### src/rtl/sm83_dffr_and2_in1_n_tap_in1.sv
// -----------------------------------------------------------------------------
// sm83_dffr_and2_in1_n_tap_in1
//
// Registered, WIDTH-bit version of the SM83 "and2 with inverted in1 and in1
// tap" cell. Each bit exposes the inverted active-low input (tap_in1) and its
// AND with the shared enable (y). A state register q is parallel-loaded
// through the same gate. An optional serial-shift mode is available, and a
// one-cycle strobe (chg) flags every edge that altered q.
//
// Ports
//   clk        in   1      state clock, rising edge
//   reset_n    in   1      asynchronous reset, active low
//   in1_n      in   WIDTH  active-low data bus
//   in2        in   1      gate / parallel-load enable, active high
//   shift_en   in   1      shift request (only acted on when SHIFT=1)
//   shift_in   in   1      serial input into bit 0
//   tap_in1    out  WIDTH  ~in1_n (combinational)
//   y          out  WIDTH  tap_in1 & in2 (combinational)
//   q          out  WIDTH  registered state
//   shift_out  out  1      q[WIDTH-1]
//   chg        out  1      high for one cycle after an edge that changed q
// -----------------------------------------------------------------------------
module sm83_dffr_and2_in1_n_tap_in1 #(
   parameter int WIDTH     = 8,
   parameter int SHIFT     = 0,
   parameter int L_y       = 10,
   parameter int L_tap_in1 = 32,
   parameter int L_q       = 20
) (
   input  logic             clk,
   input  logic             reset_n,
   input  logic [WIDTH-1:0] in1_n,
   input  logic             in2,
   input  logic             shift_en,
   input  logic             shift_in,
   output logic [WIDTH-1:0] tap_in1,
   output logic [WIDTH-1:0] y,
   output logic [WIDTH-1:0] q,
   output logic             shift_out,
   output logic             chg
);

   // Elaboration-time legality checks; the load parameters only feed the
   // timing annotation, so they are sanity-checked here as well.
   if (WIDTH < 1 || WIDTH > 32) begin : g_bad_width
      $error("WIDTH must be in 1..32");
   end
   if (SHIFT != 0 && SHIFT != 1) begin : g_bad_shift
      $error("SHIFT must be 0 or 1");
   end
   if (L_y < 1 || L_tap_in1 < 1 || L_q < 1) begin : g_bad_load
      $error("load parameters must be positive");
   end

   logic [WIDTH-1:0] q_q, q_d;
   logic             chg_q, chg_d;
   logic [WIDTH-1:0] shifted;
   logic             do_shift;

   // Combinational cell behaviour: a plain inverter and AND, so X on in1_n
   // reaches tap_in1/y as X while in2=0 still forces y to 0.
   assign tap_in1 = ~in1_n;
   assign y       = tap_in1 & {WIDTH{in2}};

   // The WIDTH=1 case has no upper bits to carry; slicing q_q[WIDTH-2:0]
   // would be an illegal range there.
   if (WIDTH == 1) begin : g_shift_w1
      assign shifted = shift_in;
   end else begin : g_shift_wn
      assign shifted = {q_q[WIDTH-2:0], shift_in};
   end

   // With SHIFT=0 this folds to 0 and the shift path disappears.
   assign do_shift = (SHIFT == 1) & shift_en;

   // Shift takes priority over the parallel load; otherwise hold.
   always_comb begin
      q_d = q_q;
      if (do_shift) begin
         q_d = shifted;
      end else if (in2) begin
         q_d = tap_in1;
      end
      chg_d = (q_d != q_q);
   end

   always_ff @(posedge clk or negedge reset_n) begin
      if (!reset_n) begin
         q_q   <= '0;
         chg_q <= 1'b0;
      end else begin
         q_q   <= q_d;
         chg_q <= chg_d;
      end
   end

   assign q         = q_q;
   assign chg       = chg_q;
   assign shift_out = q_q[WIDTH-1];

   // Elmore-model delay annotation shared with the rest of the sm83 cell set.
   // Only compiled in timing-annotated gate-level style builds.
`ifdef SM83_TIMING
   specify
      specparam T_rise_in1  = sm83_timing::tpd_elmore(L_tap_in1, 3*sm83_timing::L_unit, 0);
      specparam T_fall_in1  = sm83_timing::tpd_elmore(L_tap_in1, 0, 3*sm83_timing::L_unit);
      specparam T_rise_nand = sm83_timing::tpd_elmore(40, sm83_timing::L_unit, 0);
      specparam T_fall_nand = sm83_timing::tpd_elmore(40, 0, 2*sm83_timing::L_unit);
      specparam T_rise_y    = sm83_timing::tpd_elmore(L_y, sm83_timing::L_unit, 0);
      specparam T_fall_y    = sm83_timing::tpd_elmore(L_y, 0, sm83_timing::L_unit);
      specparam T_rise_q    = sm83_timing::tpd_elmore(L_q, sm83_timing::L_unit, 0);
      specparam T_fall_q    = sm83_timing::tpd_elmore(L_q, 0, sm83_timing::L_unit);
      (in1_n *> tap_in1)    = (T_rise_in1, T_fall_in1);
      (in1_n *> y)          = (T_rise_in1 + T_fall_nand + T_rise_y,
                               T_fall_in1 + T_rise_nand + T_fall_y);
      (in2 *> y)            = (T_fall_nand + T_rise_y, T_rise_nand + T_fall_y);
      (clk *> q)            = (T_rise_q, T_fall_q);
      (clk => shift_out)    = (T_rise_q, T_fall_q);
      (clk => chg)          = (T_rise_q, T_fall_q);
      (reset_n *> q)        = T_fall_q;
      (reset_n => chg)      = T_fall_q;
   endspecify
`endif

endmodule

### config.mk
export PLATFORM = sky130hd
export DESIGN_NAME = sm83_dffr_and2_in1_n_tap_in1
export DESIGN_NICKNAME = d
export VERILOG_FILES = /design/src/rtl/sm83_dffr_and2_in1_n_tap_in1.sv
export SDC_FILE = /design/constraint.sdc
export NUM_CORES = 1
export LEC_CHECK = 0
export CELL_PAD_IN_SITES_DETAIL_PLACEMENT = 0
export CELL_PAD_IN_SITES_GLOBAL_PLACEMENT = 1
export CORE_MARGIN = 4
export CORE_UTILIZATION = 23
export CTS_BUF_LIST = sky130_fd_sc_hd__clkbuf_2
export CTS_CLUSTER_SIZE = 28
export DETAILED_ROUTE_END_ITERATION = 8
export PLACE_DENSITY = 0.91
export SKIP_CTS_REPAIR_TIMING = 1
export SYNTH_ARGS = -nofsm -noshare
export SYNTH_HDL_FRONTEND = slang
export SYNTH_SLANG_ARGS = --single-unit
### constraint.sdc
create_clock -name clk -period 2.5 [get_ports clk]
set_input_delay 0.5 -clock clk [delete_from_list [all_inputs] [get_ports clk]]
set_output_delay 0.5 -clock clk [all_outputs]
set_load 0.02 [all_outputs]
==> metrics.md <==
| Metric | Value |
|---|---|
| Die area | 0.00273 mm^2 |
| Post-synthesis net count | 60 |
| PwrDens | 491 mW/mm^2 |
| Critical path peak fanout | 18 |
| MaxCap Viol Count | 0 |
| Hold Path Origin | q[2] |
| Num CTS Buffers | 3 |
| RR Endpoint | chg |
| Max-slew violations | 0 |
| 1st-pass router iterations | 2 |
| Yosys reg bits | 9 |
| Die height | 52.3 um |
| Setup violators final | 0 |
| Clock transition at the registers of the reported paths | roughly 0.1 ns |
| Tmin final | 2.39 ns |
| Wire length of the first global-routing pass | 2.04 mm |
| Hold path cells | 1 |
| Vias in the first global route | slightly above 500 |
| Seq/Total Area, Yosys | 50.0% |
| Hold Path End | q[2] |
| Internal power | between 0.2 and 0.3 mW |
| Reg2Reg Setup Slack | about 1.4 ns |
| TritonCTS clock tree | done |
| Non-Filler Instances | 110 |
| Post-Place Cells | ~110 |
| Routed vias/inst | 4.09 |
| Initial antenna violation count | 0 |
| Area delta synth->final | 88.6% |
| Max-slew headroom | 70.7% |
| Dpl cell area | 830 um^2 |
| Largest net degree at the start of global routing | 19 |
| Power Total | 0.417 mW |
| DRT antenna net count | 0 |
| Buffers on Ports | 36 |
| Tightest Pin Transition | between 0.4 and 0.5 ns |
| Row cnt | 15 |
| Req. time, crit path | 2.00 ns |
| Setup CP Type | input pin to primary output |
| Die width | 52.3 um |
| Final Skew | 0.00300 ns |
| LEAKAGE | 0.415 nW |
| Post-layout util | a little under half |
| Initial Utilization | 25.3% |
| Synth warn | 0 |
| Hold Crit Class | flop to flop |
| Final Hold Violating Endpoints | 0 |
| Hold_ws | 0.532 ns |
| Clock sinks | 9 |
| Cell Area, Synth | 450 um^2 |
| Worst-skew pair later-pin latency | 0.24 ns |
| Initial drt markers | 3 |
| Layout cells sized above 1 | under 10% |
| Total number of vias | 450 |
| Remaining global-route overflow | 0 |
| Combinational share of power | 36.3% |
| Syn Area/Cell | 9.58 um^2 |
| Setup Slack @ Placement | 0.0924 ns |
| Synth Instances | 47 |
| CP arrival | 1.89 ns |
| Placeable Area | 0.00178 mm^2 |
| Status | finished, final reports clean |
| H-tree depth | 1 |
| Tcrit/Tclk final | ~96% |
| Post-Route WL | around 1.2 mm |
| Clk Tree Root Cell | clkbuf_2 |
| CP endpoint kind | primary output |
| Placer Congestion | 0.632 |
| Switch share | 32.9% |
| Fin nets | 99 |
| Yosys cell types | 13 |
| Reg2reg path depth | 3 |
| Clk buf depth | 2 |
| I/O pin total | 39 |
| Max Freq | 0.418 GHz |
| Clk pwr share | a little under a quarter |
| DP Wirelength | 925 um |
| Worst Slack Setup Final | 0.107 ns |
| Fillers | about 170 |
| Unrepaired setup endpoints after global routing | no |
| Diode count | 0 |
| Maximum vdd ir drop | 0.000222 V |
| Design Area, Final | between 800 and 900 um^2 |
| Drt wl/cell | ~11 um |
| Startpoint Class | input pin |
| Reg power frac | between 40 and 50% |
| TNS Setup | 0 ns |
| Worst r2r src | q[3] |
| Psw | around 0.14 mW |
| GR Util All Layers | between 10% and 20% |
| DRC Markers | 0 |
cell families after synthesis:
logic type	synth area share [%]
flip-flops	50.0
XOR/XNOR	13.6
AO/OA/AOI/OAI	18.1
AND/OR/NAND/NOR	8.06
buffers and inverters	10.3
flip-flops by register name (all words and copies together) (netlist names):
register  count
chg           1
q             8
worst max path at each step:
| stage | start | endpoint | slack, ns | cells past startpoint |
|---|---|---|---|---|
| final | in2 | y[3] | 0.11 | 4 |
| after floorplan | in2 | y[1] | 0.97 | 3 |
| after CTS | in2 | y[3] | 0.09 | 4 |
| after global routing | in2 | y[3] | 0.02 | 4 |
| after global placement | in2 | y[5] | 0.11 | 4 |
| after detailed placement | in2 | y[3] | 0.09 | 4 |
routing by layer:
layer / vias to the layer above / global-route usage, % / wire length, um
met4: 0 / 5.11 / 0
met2: 24 / 16.1 / 554
met3: 0 / 4.27 / 138
li1: 223 / - / -
met5: - / 0 / 0
met1: 203 / 11.9 / 529
cells in the mapped netlist:
| cell | n | area share (%) |
|---|---|---|
| a31oi_1 | 1 | 1.4 |
| buf_2 | 1 | 1.1 |
| nor4_1 | 1 | 1.4 |
| o311a_1 | 1 | 2.2 |
| buf_4 | 1 | 1.7 |
| a21oi_1 | 1 | 1.1 |
| inv_2 | 1 | 0.83 |
| xor2_1 | 2 | 3.9 |
| inv_1 | 8 | 6.7 |
| dfrtp_1 | 9 | 50 |
| nor2_1 | 8 | 6.7 |
| a21o_1 | 8 | 13 |
| xnor2_1 | 5 | 9.7 |
cell usage in the layout (no fill, tap or decap):
master	netlist	layout
dfrtp_1	9	9
a31oi_1	1	1
a21o_1	8	8
nor2_1	8	8
clkbuf_2	0	4
clkdlybuf4s50_1	0	36
inv_1	8	8
xnor2_1	5	5
a21oi_1	1	1
xor2_1	2	2
o311a_1	1	1
inv_2	1	1
nor4_1	1	1
layout make-up:
cell class / count / area [um^2] / area share [%]
timing repair buffer: 36 / 360 / 42.4
sequential: 9 / 225 / 26.5
clock buffer: 4 / 20.0 / 2.36
multi-input combinational: 27 / 179 / 21.1
inverter: 9 / 33.8 / 3.98
tap: 25 / 31.3 / 3.68
critical path, cell delays in order:
cell and delay, ns:
clkdlybuf4s50_1 0.47, inv_2 0.12, nor2_1 0.18, clkdlybuf4s50_1 0.62
power groups by stage:
stage	combinational, mW	sequential, mW	clock, mW
after floorplan	0.0571	0.187	0
after global placement	0.152	0.171	0
after detailed placement	0.153	0.172	0
after CTS	0.154	0.169	0.104
after global routing	0.163	0.172	0.113
final	0.151	0.169	0.0965
(Power assumes the default switching activity.)
